`config.mk`:
```
export PLATFORM = sky130hd
export DESIGN_NAME = pipe_stall_ctrl_flat
export DESIGN_NICKNAME = d
export VERILOG_FILES = /design/src/rtl/pipe_stall_ctrl_if.sv /design/src/rtl/pipe_stall_ctrl.sv /design/src/flat_wrapper.sv
export SDC_FILE = /design/constraint.sdc
export NUM_CORES = 1
export LEC_CHECK = 0
export ABC_AREA = 1
export BUFFER_PORTS_ARGS = -buffer_cell sky130_fd_sc_hd__buf_4
export CAP_MARGIN = 20
export CORE_ASPECT_RATIO = 1.1
export CORE_UTILIZATION = 37
export DETAILED_ROUTE_END_ITERATION = 8
export PLACE_DENSITY = 0.8
export SYNTH_ARGS = -nofsm -noshare
export SYNTH_HDL_FRONTEND = slang
export SYNTH_SLANG_ARGS = --single-unit
```
`constraint.sdc`:
```
create_clock -name clk -period 1.2 [get_ports clk]
set_clock_uncertainty 0.1 [all_clocks]
set_input_delay 0.3 -clock clk [delete_from_list [all_inputs] [get_ports clk]]
set_output_delay 0.3 -clock clk [all_outputs]
set_load 0.03 [all_outputs]
```
`src/rtl/pipe_stall_ctrl_if.sv`:
```
// rtl/pipe_stall_ctrl_if.sv - stall request / stall bus bundle between pipeline stages and the stall sequencer
interface pipe_stall_ctrl_if;
    logic       stallreq_for_id;
    logic       stallreq_for_ex;
    logic       br_e_in;
    logic       br_e_out;
    logic [5:0] stall;
    logic       inst_hold;

    modport master (
        output stallreq_for_id,
        output stallreq_for_ex,
        output br_e_in,
        input  br_e_out,
        input  stall,
        input  inst_hold
    );

    modport slave (
        input  stallreq_for_id,
        input  stallreq_for_ex,
        input  br_e_in,
        output br_e_out,
        output stall,
        output inst_hold
    );
endinterface

```
`src/rtl/pipe_stall_ctrl.sv`:
```
// rtl/pipe_stall_ctrl.sv - pipeline stall sequencer with replay flag, branch gating, watchdog; STALL_PERF_EN adds stall counters
module pipe_stall_ctrl #(
    parameter int STALL_MAX = 64,
    parameter int CNT_W     = 8
) (
    input  logic               clk,
    input  logic               rst,
    pipe_stall_ctrl_if.slave   bus,
    output logic               stall_timeout,
    output logic [1:0]         ctrl_state,
    output logic [31:0]        perf_id_stall,
    output logic [31:0]        perf_ex_stall
);

    typedef enum logic [1:0] {
        RUN      = 2'd0,
        ID_STALL = 2'd1,
        EX_STALL = 2'd2,
        RELEASE  = 2'd3
    } state_t;

    localparam logic [5:0]       STALL_ID = 6'b000111;
    localparam logic [5:0]       STALL_EX = 6'b001111;
    localparam logic [CNT_W-1:0] WD_SAT   = '1;
    localparam logic [CNT_W-1:0] WD_TRIP  = CNT_W'(STALL_MAX - 1);

    state_t           state;
    state_t           state_nxt;
    logic [CNT_W-1:0] wd_cnt;
    logic             stall_any;

    always_ff @(posedge clk or negedge rst) begin
        if (!rst) begin
            state <= RUN;
        end else begin
            state <= state_nxt;
        end
    end

    always_comb begin
        state_nxt = RUN;
        if (bus.stallreq_for_ex) begin
            state_nxt = EX_STALL;
        end else if (bus.stallreq_for_id) begin
            state_nxt = ID_STALL;
        end else if (state == ID_STALL) begin
            state_nxt = RELEASE;
        end
    end

    // Stall bus is Mealy on the live requests; reset forces everything quiet.
    always_comb begin
        bus.stall     = 6'b000000;
        bus.br_e_out  = 1'b0;
        bus.inst_hold = (state == RELEASE);
        ctrl_state    = state;
        if (rst) begin
            if (bus.stallreq_for_ex) begin
                bus.stall = STALL_EX;
            end else if (bus.stallreq_for_id) begin
                bus.stall = STALL_ID;
            end
            bus.br_e_out = bus.br_e_in & ~bus.stall[2];
        end
    end

    assign stall_any = |bus.stall;

    always_ff @(posedge clk or negedge rst) begin
        if (!rst) begin
            wd_cnt        <= '0;
            stall_timeout <= 1'b0;
        end else begin
            if (!stall_any) begin
                wd_cnt <= '0;
            end else if (wd_cnt != WD_SAT) begin
                wd_cnt <= wd_cnt + 1'b1;
            end
            if (stall_any && (wd_cnt == WD_TRIP)) begin
                stall_timeout <= 1'b1;
            end
        end
    end

`ifdef STALL_PERF_EN
    always_ff @(posedge clk or negedge rst) begin
        if (!rst) begin
            perf_id_stall <= 32'h0;
            perf_ex_stall <= 32'h0;
        end else begin
            if ((bus.stall == STALL_ID) && (perf_id_stall != 32'hFFFF_FFFF)) begin
                perf_id_stall <= perf_id_stall + 32'd1;
            end
            if ((bus.stall == STALL_EX) && (perf_ex_stall != 32'hFFFF_FFFF)) begin
                perf_ex_stall <= perf_ex_stall + 32'd1;
            end
        end
    end
`else
    assign perf_id_stall = 32'h0;
    assign perf_ex_stall = 32'h0;
`endif

endmodule

```
`src/flat_wrapper.sv`:
```
// flat-port wrapper written by rule: the top's interface ports become plain ports
module pipe_stall_ctrl_flat 
#(
    parameter int STALL_MAX = 64,
    parameter int CNT_W     = 8
)
  (clk, rst, stall_timeout, ctrl_state, perf_id_stall, perf_ex_stall, bus_stallreq_for_id, bus_stallreq_for_ex, bus_br_e_in, bus_br_e_out, bus_stall, bus_inst_hold);
  pipe_stall_ctrl_if bus_i ();
  input  logic clk;
  input  logic rst;
  output logic stall_timeout;
  output logic [1:0] ctrl_state;
  output logic [31:0] perf_id_stall;
  output logic [31:0] perf_ex_stall;
  input wire logic [$bits(bus_i.stallreq_for_id)-1:0] bus_stallreq_for_id;
  input wire logic [$bits(bus_i.stallreq_for_ex)-1:0] bus_stallreq_for_ex;
  input wire logic [$bits(bus_i.br_e_in)-1:0] bus_br_e_in;
  output wire logic [$bits(bus_i.br_e_out)-1:0] bus_br_e_out;
  output wire logic [$bits(bus_i.stall)-1:0] bus_stall;
  output wire logic [$bits(bus_i.inst_hold)-1:0] bus_inst_hold;
  assign bus_i.stallreq_for_id = bus_stallreq_for_id;
  assign bus_i.stallreq_for_ex = bus_stallreq_for_ex;
  assign bus_i.br_e_in = bus_br_e_in;
  assign bus_br_e_out = bus_i.br_e_out;
  assign bus_stall = bus_i.stall;
  assign bus_inst_hold = bus_i.inst_hold;
  pipe_stall_ctrl #(.STALL_MAX(STALL_MAX), .CNT_W(CNT_W)) u_core (.clk(clk), .rst(rst), .bus(bus_i), .stall_timeout(stall_timeout), .ctrl_state(ctrl_state), .perf_id_stall(perf_id_stall), .perf_ex_stall(perf_ex_stall));
endmodule
```
Yosys cells after proc, flatten, opt, wreduce, memory -nomap -nowiden. Index checks and enable logic that the tools add are counted.

Add/subtract/negate cells: 1. Mux-type cells: 10. $mul: 0. Reduce and logical (&&, ||, !) cells: 2. Div/mod/pow operators: 0. Bitwise operators: 2. Equality and inequality tests: 5. Shift operators: 0. Magnitude comparators: 0.

Operators with widths (number): 2-to-1 mux 6 bit (3); 2-to-1 mux 8 bit (2); adder 8 x 1 -> 8 bit (second input constant) (1); equality test 8 x 6 -> 1 bit (second input constant) (1); != test 8 bit (second input constant) (1); 2-to-1 mux 2 bit (3); OR reduction 6 bit (1); 2-to-1 mux 3 bit (1); equality test 2 x 1 -> 1 bit (second input constant) (1); equality test 2 bit (second input constant) (1); != test 2 bit (second input constant) (1); bitwise AND 1 bit (1); logical AND 1 bit (1); 2-to-1 mux 1 bit (1); inverter 1 bit (1).

Bits in latches: 0. ROM bits: 0. RAM bits: 0. Input bits: 5. Memories: 0. Register bits: 11.

Depth between registers and ports, before layout. Gate-level depths: netlist (run 1).

Depth in word-level cells: 6. Mapped depth: 7. Gate-level depth less buffers: 7.

Worst setup path before layout (run 1). No wires, ideal clock.

Path kind: input to output. From: input port bus_stallreq_for_id. To: output port bus_br_e_out. Stages on the path: 3. Path slack: -118 ps. Arrival time: 918 ps. Required time: 800 ps. Path through: nor2_2 > nand2_1 > nor2_1.

Cells in the longest elaborated chain, start to end: 6.

Ends and longest elaborated chain: from (decl) (line flat_wrapper.sv:15) `input wire logic [$bits(bus_i.stallreq_for_id)-1:0] bus_stallreq_for_id;`; 2-to-1 mux 3 bit (line pipe_stall_ctrl.sv:60) `end else if (bus.stallreq_for_id) begin`; 2-to-1 mux 6 bit (line pipe_stall_ctrl.sv:58) `if (bus.stallreq_for_ex) begin`; 2-to-1 mux 6 bit (line pipe_stall_ctrl.sv:57) `if (rst) begin`; inverter 1 bit (line pipe_stall_ctrl.sv:63) `bus.br_e_out = bus.br_e_in & ~bus.stall[2];`; bitwise AND 1 bit (line pipe_stall_ctrl.sv:63); 2-to-1 mux 1 bit (line pipe_stall_ctrl.sv:57); to (decl) (line flat_wrapper.sv:18) `output wire logic [$bits(bus_i.br_e_out)-1:0] bus_br_e_out;`.

No other way between the ends. The select of a mux whose other input is x is not followed.

Worst setup path after layout (run 1).
From: register u_core.state[0], in the netlist u_core.ctrl_state[0]. To: output port bus_inst_hold.

Cells in the longest elaborated chain, start to end: 1.

Ends and longest elaborated chain: from (decl) (line pipe_stall_ctrl.sv:27) `state_t state;`; from (signal assigned) (line pipe_stall_ctrl.sv:36) `state <= state_nxt;`; equality test 2 bit (line pipe_stall_ctrl.sv:55) `bus.inst_hold = (state == RELEASE);`; to (decl) (line flat_wrapper.sv:20) `output wire logic [$bits(bus_i.inst_hold)-1:0] bus_inst_hold;`.

No other way between the ends.

==> impl_metrics.toml, run 1 <==
[timing]
rsz0062_at_grt = "yes"
setup_viol = 15
layout_setup_ws_ns = -0.1162
timing.final.hold_violations = 0
fin_crit_ns = 1.316
maxSlewViolCount = 0
post-route-period-util = 1.097
clock.fmax_ghz = 0.7598

[route]
remaining_drc_errors = 0
dr.first_iter.drc_count = 16
via_per_inst = 3.724
postRouteAntennaNets = 0
wl_per_cell_um = 9.065
dr.pass1.iters = 4
wl_mm = 1.940
vias = 797

[synthesis]
syn_inst = 151
synth_compound_area_frac = 0.05863
synth_adder_area_share = 0.01086
synth-seq-cells = 11
synthSimpleGateAreaFrac = 0.1900
syn-cell-area_um2 = 1152
yosysSeqAreaShare = 0.2389
synthDistinctLibCells = 20
synth_top_family_by_area = "buffers and inverters"
ys_warn_count = 0
yosys.area_share.xor_xnor = 0
avgSynthCellArea_um2 = 7.631
synthMuxAreaShare = 0

[placement]
place_congestion = 0.8367
detailedPlace.worstSlack_ns = -0.2119
dp_cells = 202
placement.io_buffers = 13
place_area_um2 = 1089
dp_hpwl_mm = 1.440

[finish]
diodes = 0
final_area_um2 = 1296
multiInputGateArea_um2 = 620.6
areaGrowthSynthToFinish_pct = 12.49
seq_area_um2 = 275.3
drive_gt1_frac = 0.3039
final_util = 0.4544
nets = 188
n_fill_cell = 276
fin_cells = 214

[cts]
ctsRootBufferMaster = "clkbuf_4"
cts_buffers = 3
clk_path_buf_depth = 2
cts_tree = "built"
htree_levels = 1
cts.sinks = 11
clk_pin_slew_ns = 0.07
clk_latency_ns = 0.28

[hold_path]
min_from = "bus_stallreq_for_ex"
min_delay_worst_endpoint = "u_core.ctrl_state[0]$_DFF_PN0_"
holdCritPathClass = "input port to flop"
hold_path_depth = 3

[global_routing]
grt_max_degree = 12
grt_overflow_total = 0
grt_pass1_vias = 673
grt_pass1_wl_mm = 2.884
grt.total_usage = 0.1159
antenna_found_initial = 0

[die]
rows = 20
start_util = 0.4039
io_pins = 80
core_area_um2 = 2853
die_w_um = 55.21
dieArea_um2 = 3342
die_y_um = 60.53

[critical_path]
cp_data_arrival_time_ns = 0.92
reg2reg_from = "u_core.wd_cnt[0]$_DFFE_PN0P_"
crit_type = "flop to primary output"
worstSetupEndpointType = "primary output"
r2r_slack_ns = -0.08
worstPathRequired_ns = 0.80
crit_slowest_cell = "dfrtp_1"
crit_path_max_incr_delay_ns = 0.40
path_cells = "nand2_1, inv_1, buf_6"
startpoint_type = "flop"
timing.rr.end = "u_core.wd_cnt[1]$_DFFE_PN0P_"
reg2reg_depth = 6
worstPathMaxFanout = 3

[run]
maxCapViolCount = 0

[pwr]
p_leak_nw = 0.7460
p_per_area_nw_per_um2 = 868.7
vdd_drop_max_mv = 0.4987

[status]
violations = "setup timing"
status = "finished, violations left"
area by class of cell:
type	count	area share
inverters	14	0.04054
flip-flops and latches	11	0.2124
repair buffers	30	0.2162
well taps	33	0.03185
clock buffers	4	0.02027
multi-input cells	122	0.4788
cells in the final DEF (no fill, tap or decap):
| cell type | instances |
|---|---|
| conb_1 | 66 |
| nand2_1 | 20 |
| buf_4 | 16 |
| inv_1 | 13 |
| buf_6 | 12 |
| dfrtp_1 | 11 |
| nor2_1 | 7 |
| nor2_4 | 5 |
| nand2_2 | 5 |
| nand3_1 | 3 |
| clkbuf_4 | 3 |
| o21bai_1 | 2 |
| nand3_4 | 2 |
| nand3_2 | 2 |
| a21oi_2 | 2 |
| o21ai_2 | 2 |
| a21oi_1 | 1 |
| nand2_4 | 1 |
| o21bai_2 | 1 |
| inv_2 | 1 |
| nor2_2 | 1 |
| o21ai_1 | 1 |
| ha_4 | 1 |
| clkbuf_1 | 1 |
| dlygate4sd3_1 | 1 |
| buf_8 | 1 |
worst max-delay path: cells and delay by family, from the launching register on:
| kind | cells | cell delay [ns] |
|---|---|---|
| buffers and inverters | 2 | 0.17 |
| DFF | 1 | 0.40 |
| and+or+nand+nor | 1 | 0.07 |
synth_stat cells:
library cell / n / area, um^2
buf_6: 1 / 11.26
nand3_4: 1 / 17.52
nor2_1: 9 / 33.78
conb_1: 1 / 3.750
o21bai_2: 1 / 11.26
nor2_4: 2 / 22.52
buf_4: 68 / 510.5
nand2_2: 2 / 12.51
a21oi_1: 2 / 10.01
o21bai_1: 2 / 15.01
nor2_2: 2 / 12.51
dfrtp_1: 11 / 275.3
o21ai_2: 2 / 17.52
inv_1: 13 / 48.80
o21ai_1: 1 / 5.000
a21oi_2: 1 / 8.760
ha_1: 1 / 12.51
nand3_1: 6 / 30.03
nand2_1: 24 / 90.09
inv_2: 1 / 3.750
worst max-delay path by stage:
stage,startpoint,to,slack [ns],cells after the start
floorplan,u_core.ctrl_state[1]$_DFF_PN0_,bus_inst_hold,0.004,2
global placement,bus_stallreq_for_id,bus_br_e_out,-0.22,5
detailed placement,bus_stallreq_for_id,bus_br_e_out,-0.21,5
CTS,u_core.ctrl_state[0]$_DFF_PN0_,bus_inst_hold,-0.11,3
global route,u_core.wd_cnt[0]$_DFFE_PN0P_,u_core.wd_cnt[1]$_DFFE_PN0P_,-0.15,5
finish,u_core.ctrl_state[0]$_DFF_PN0_,bus_inst_hold,-0.12,3
where the power goes:
| part | internal [W] | switching, W | total, W |
|---|---|---|---|
| clock | 0.000129 | 0.000135 | 0.000264 |
| combinational | 0.0000959 | 0.000374 | 0.000470 |
| sequential | 0.000380 | 0.0000112 | 0.000392 |
| total | 0.000605 | 0.000521 | 0.00113 |
kinds of logic after synthesis:
logic type,count (synthesis)
adder cells (fa/ha/maj),1
other,1
flip-flops,11
buffers and inverters,83
AO/OA/AOI/OAI,9
AND/OR/NAND/NOR,46
per-layer routing:
layer / routed length [um] / global-route usage
met1: 704 / 0.1150
met2: 1095 / 0.2324
met3: 105 / 0.02132
met4: 34 / 0.06429
met5: 0 / 0
state kept, by name, summed over array words and instances (netlist names):
| name | flops |
|---|---|
| u_core.stall_timeout | 1 |
| u_core.ctrl_state | 2 |
| u_core.wd_cnt | 8 |
per-stage QoR:
step                 power, W  setup TNS (ns)  hold slack (ns)
CTS                  0.001101         -0.6354           0.1697
global route         0.001182          -1.434           0.1735
floorplan           0.0009180               0         -0.09559
detailed placement  0.0008148         -0.5683           0.2504
global placement    0.0008122         -0.4477           0.2491
finish               0.001126         -0.7455           0.1727
repair_timing:
item | in CTS | in global routing
endpoints found under the setup margin | 16 | 18
buffers inserted | 4 | 3
pin swaps | 9 | 10
hold endpoints to repair | 11 | 0
gates resized for setup | 16 | 13
hold buffers | 1 | 0
(Power assumes the default switching activity.)
==> run 2: changes to the inputs <==
CORE_ASPECT_RATIO = 0.6   (was 1.1)
==> impl_metrics.toml, run 2 (synthesis gave the netlist of run 1 again) <==
[global_routing]
grt_pass1_wl_mm = 2.594
grt_max_degree = 11
antenna_found_initial = 0
grt_overflow_total = 0
grt_pass1_vias = 570
grt.total_usage = 0.1092

[pwr]
p_leak_nw = 0.7292
p_per_area_nw_per_um2 = 961.1
vdd_drop_max_mv = 0.3442

[critical_path]
worstPathMaxFanout = 6
crit_type = "flop to flop"
r2r_slack_ns = -0.07
worstSetupEndpointType = "flop"
reg2reg_from = "u_core.wd_cnt[0]$_DFFE_PN0P_"
cp_data_arrival_time_ns = 1.33
timing.rr.end = "u_core.wd_cnt[2]$_DFFE_PN0P_"
reg2reg_depth = 5
worstPathRequired_ns = 1.27
startpoint_type = "flop"

[cts]
htree_levels = 1
clk_pin_slew_ns = 0.05
cts_buffers = 3
cts_tree = "built"
ctsRootBufferMaster = "clkbuf_8"
clk_latency_ns = 0.24
cts.sinks = 11
clk_path_buf_depth = 2

[timing]
clock.fmax_ghz = 0.7898
setup_viol = 11
whs_ns = 0.2174
rsz0062_at_grt = "yes"
post-route-period-util = 1.055
timing.final.hold_violations = 0
maxSlewViolCount = 0
fin_crit_ns = 1.266
layout_setup_ws_ns = -0.06616

[finish]
areaGrowthSynthToFinish_pct = 9.880
final_common_cell = "conb_1"
largest_register_ffs = 8
nets = 183
top_register = "u_core.wd_cnt"
multiInputGateArea_um2 = 596.8
drive_gt1_frac = 0.2784
diodes = 0
final_cell_mix = "conb_1 (66), nand2_1 (21), buf_4 (14)"
seq_area_um2 = 275.3
final_util = 0.4353
final_area_um2 = 1266
n_fill_cell = 308

[route]
remaining_drc_errors = 0
dr.first_iter.drc_count = 27
wl_mm = 1.734
vias = 732
dr.pass1.iters = 4
via_per_inst = 3.358
wl_per_cell_um = 7.954
postRouteAntennaNets = 0

[die]
rows = 15
start_util = 0.3961
die_w_um = 74.05
dieArea_um2 = 3349
core_area_um2 = 2909
die_y_um = 45.23
io_pins = 80

[hold_path]
min_delay_worst_endpoint = "u_core.ctrl_state[0]$_DFF_PN0_"
min_from = "bus_stallreq_for_ex"
holdCritPathClass = "input port to flop"
hold_path_depth = 3

[placement]
place_area_um2 = 1105
placement.io_buffers = 13
dp_hpwl_mm = 1.378
detailedPlace.worstSlack_ns = -0.1111
place_congestion = 0.8194

[run]
maxCapViolCount = 0

[status]
status = "finished, violations left"
violations = "setup timing"
[run 2: report_power, final]
| part | switching (W) | internal, W |
|---|---|---|
| sequential | 0.0000110 | 0.000382 |
| combinational | 0.000366 | 0.0000914 |
| clock | 0.000134 | 0.000233 |
| total | 0.000511 | 0.000706 |
[run 2: per-stage QoR]
step / instances / setup TNS, ns / total power, W
3_5_place_dp: 210 / -0.6617 / 0.0008168
4_1_cts: 216 / -0.3214 / 0.001213
2_1_floorplan: 216 / 0 / 0.0009180
3_3_place_gp: 210 / -0.4005 / 0.0008141
6_report: 218 / -0.3341 / 0.001217
5_1_grt: 218 / -1.070 / 0.001291
[run 2: layout make-up]
cell class / count / share of cell area
multi-input combinational: 122 / 0.4713
sequential: 11 / 0.2174
timing repair buffer: 25 / 0.1927
inverter: 14 / 0.04150
tap: 42 / 0.04150
clock buffer: 4 / 0.03557
[run 2: worst max-delay path, cell delays in order, from the launching register on]
cell	delay [ns]
dfrtp_1	0.41
ha_4	0.17
nand2_4	0.07
nor2_4	0.15
nand3_4	0.14
a21oi_2	0.14
[run 2: how the worst max path moves through the flow]
stage                                             to                      startpoint  slack (ns)
floorplan                              bus_inst_hold  u_core.ctrl_state[1]$_DFF_PN0_       0.004
global placement        u_core.wd_cnt[0]$_DFFE_PN0P_    u_core.wd_cnt[0]$_DFFE_PN0P_       -0.05
detailed placement  u_core.stall_timeout$_DFFE_PN0P_    u_core.wd_cnt[0]$_DFFE_PN0P_       -0.11
CTS                                    bus_inst_hold  u_core.ctrl_state[0]$_DFF_PN0_       -0.07
global route            u_core.wd_cnt[0]$_DFFE_PN0P_    u_core.wd_cnt[0]$_DFFE_PN0P_       -0.12
finish                  u_core.wd_cnt[2]$_DFFE_PN0P_    u_core.wd_cnt[0]$_DFFE_PN0P_       -0.07
[run 2: repair_timing]
action                                  4_1_cts  5_1_grt
endpoints found under the setup margin       15       15
pin swaps                                    11        6
hold endpoints to repair                     11        0
setup buffers                                 1        2
hold buffers                                  1        0
resized for setup                            16        6
[run 2: routing by layer]
metal | global-route usage | vias to the layer above | routed length [um] | part of all wire
met5 | 0 | - | 0 | 0
met4 | 0.03462 | 0 | 0 | 0
met3 | 0.04688 | 0 | 142 | 0.082
met2 | 0.1727 | 36 | 836 | 0.48
met1 | 0.1354 | 325 | 755 | 0.44
li1 | - | 371 | - | -
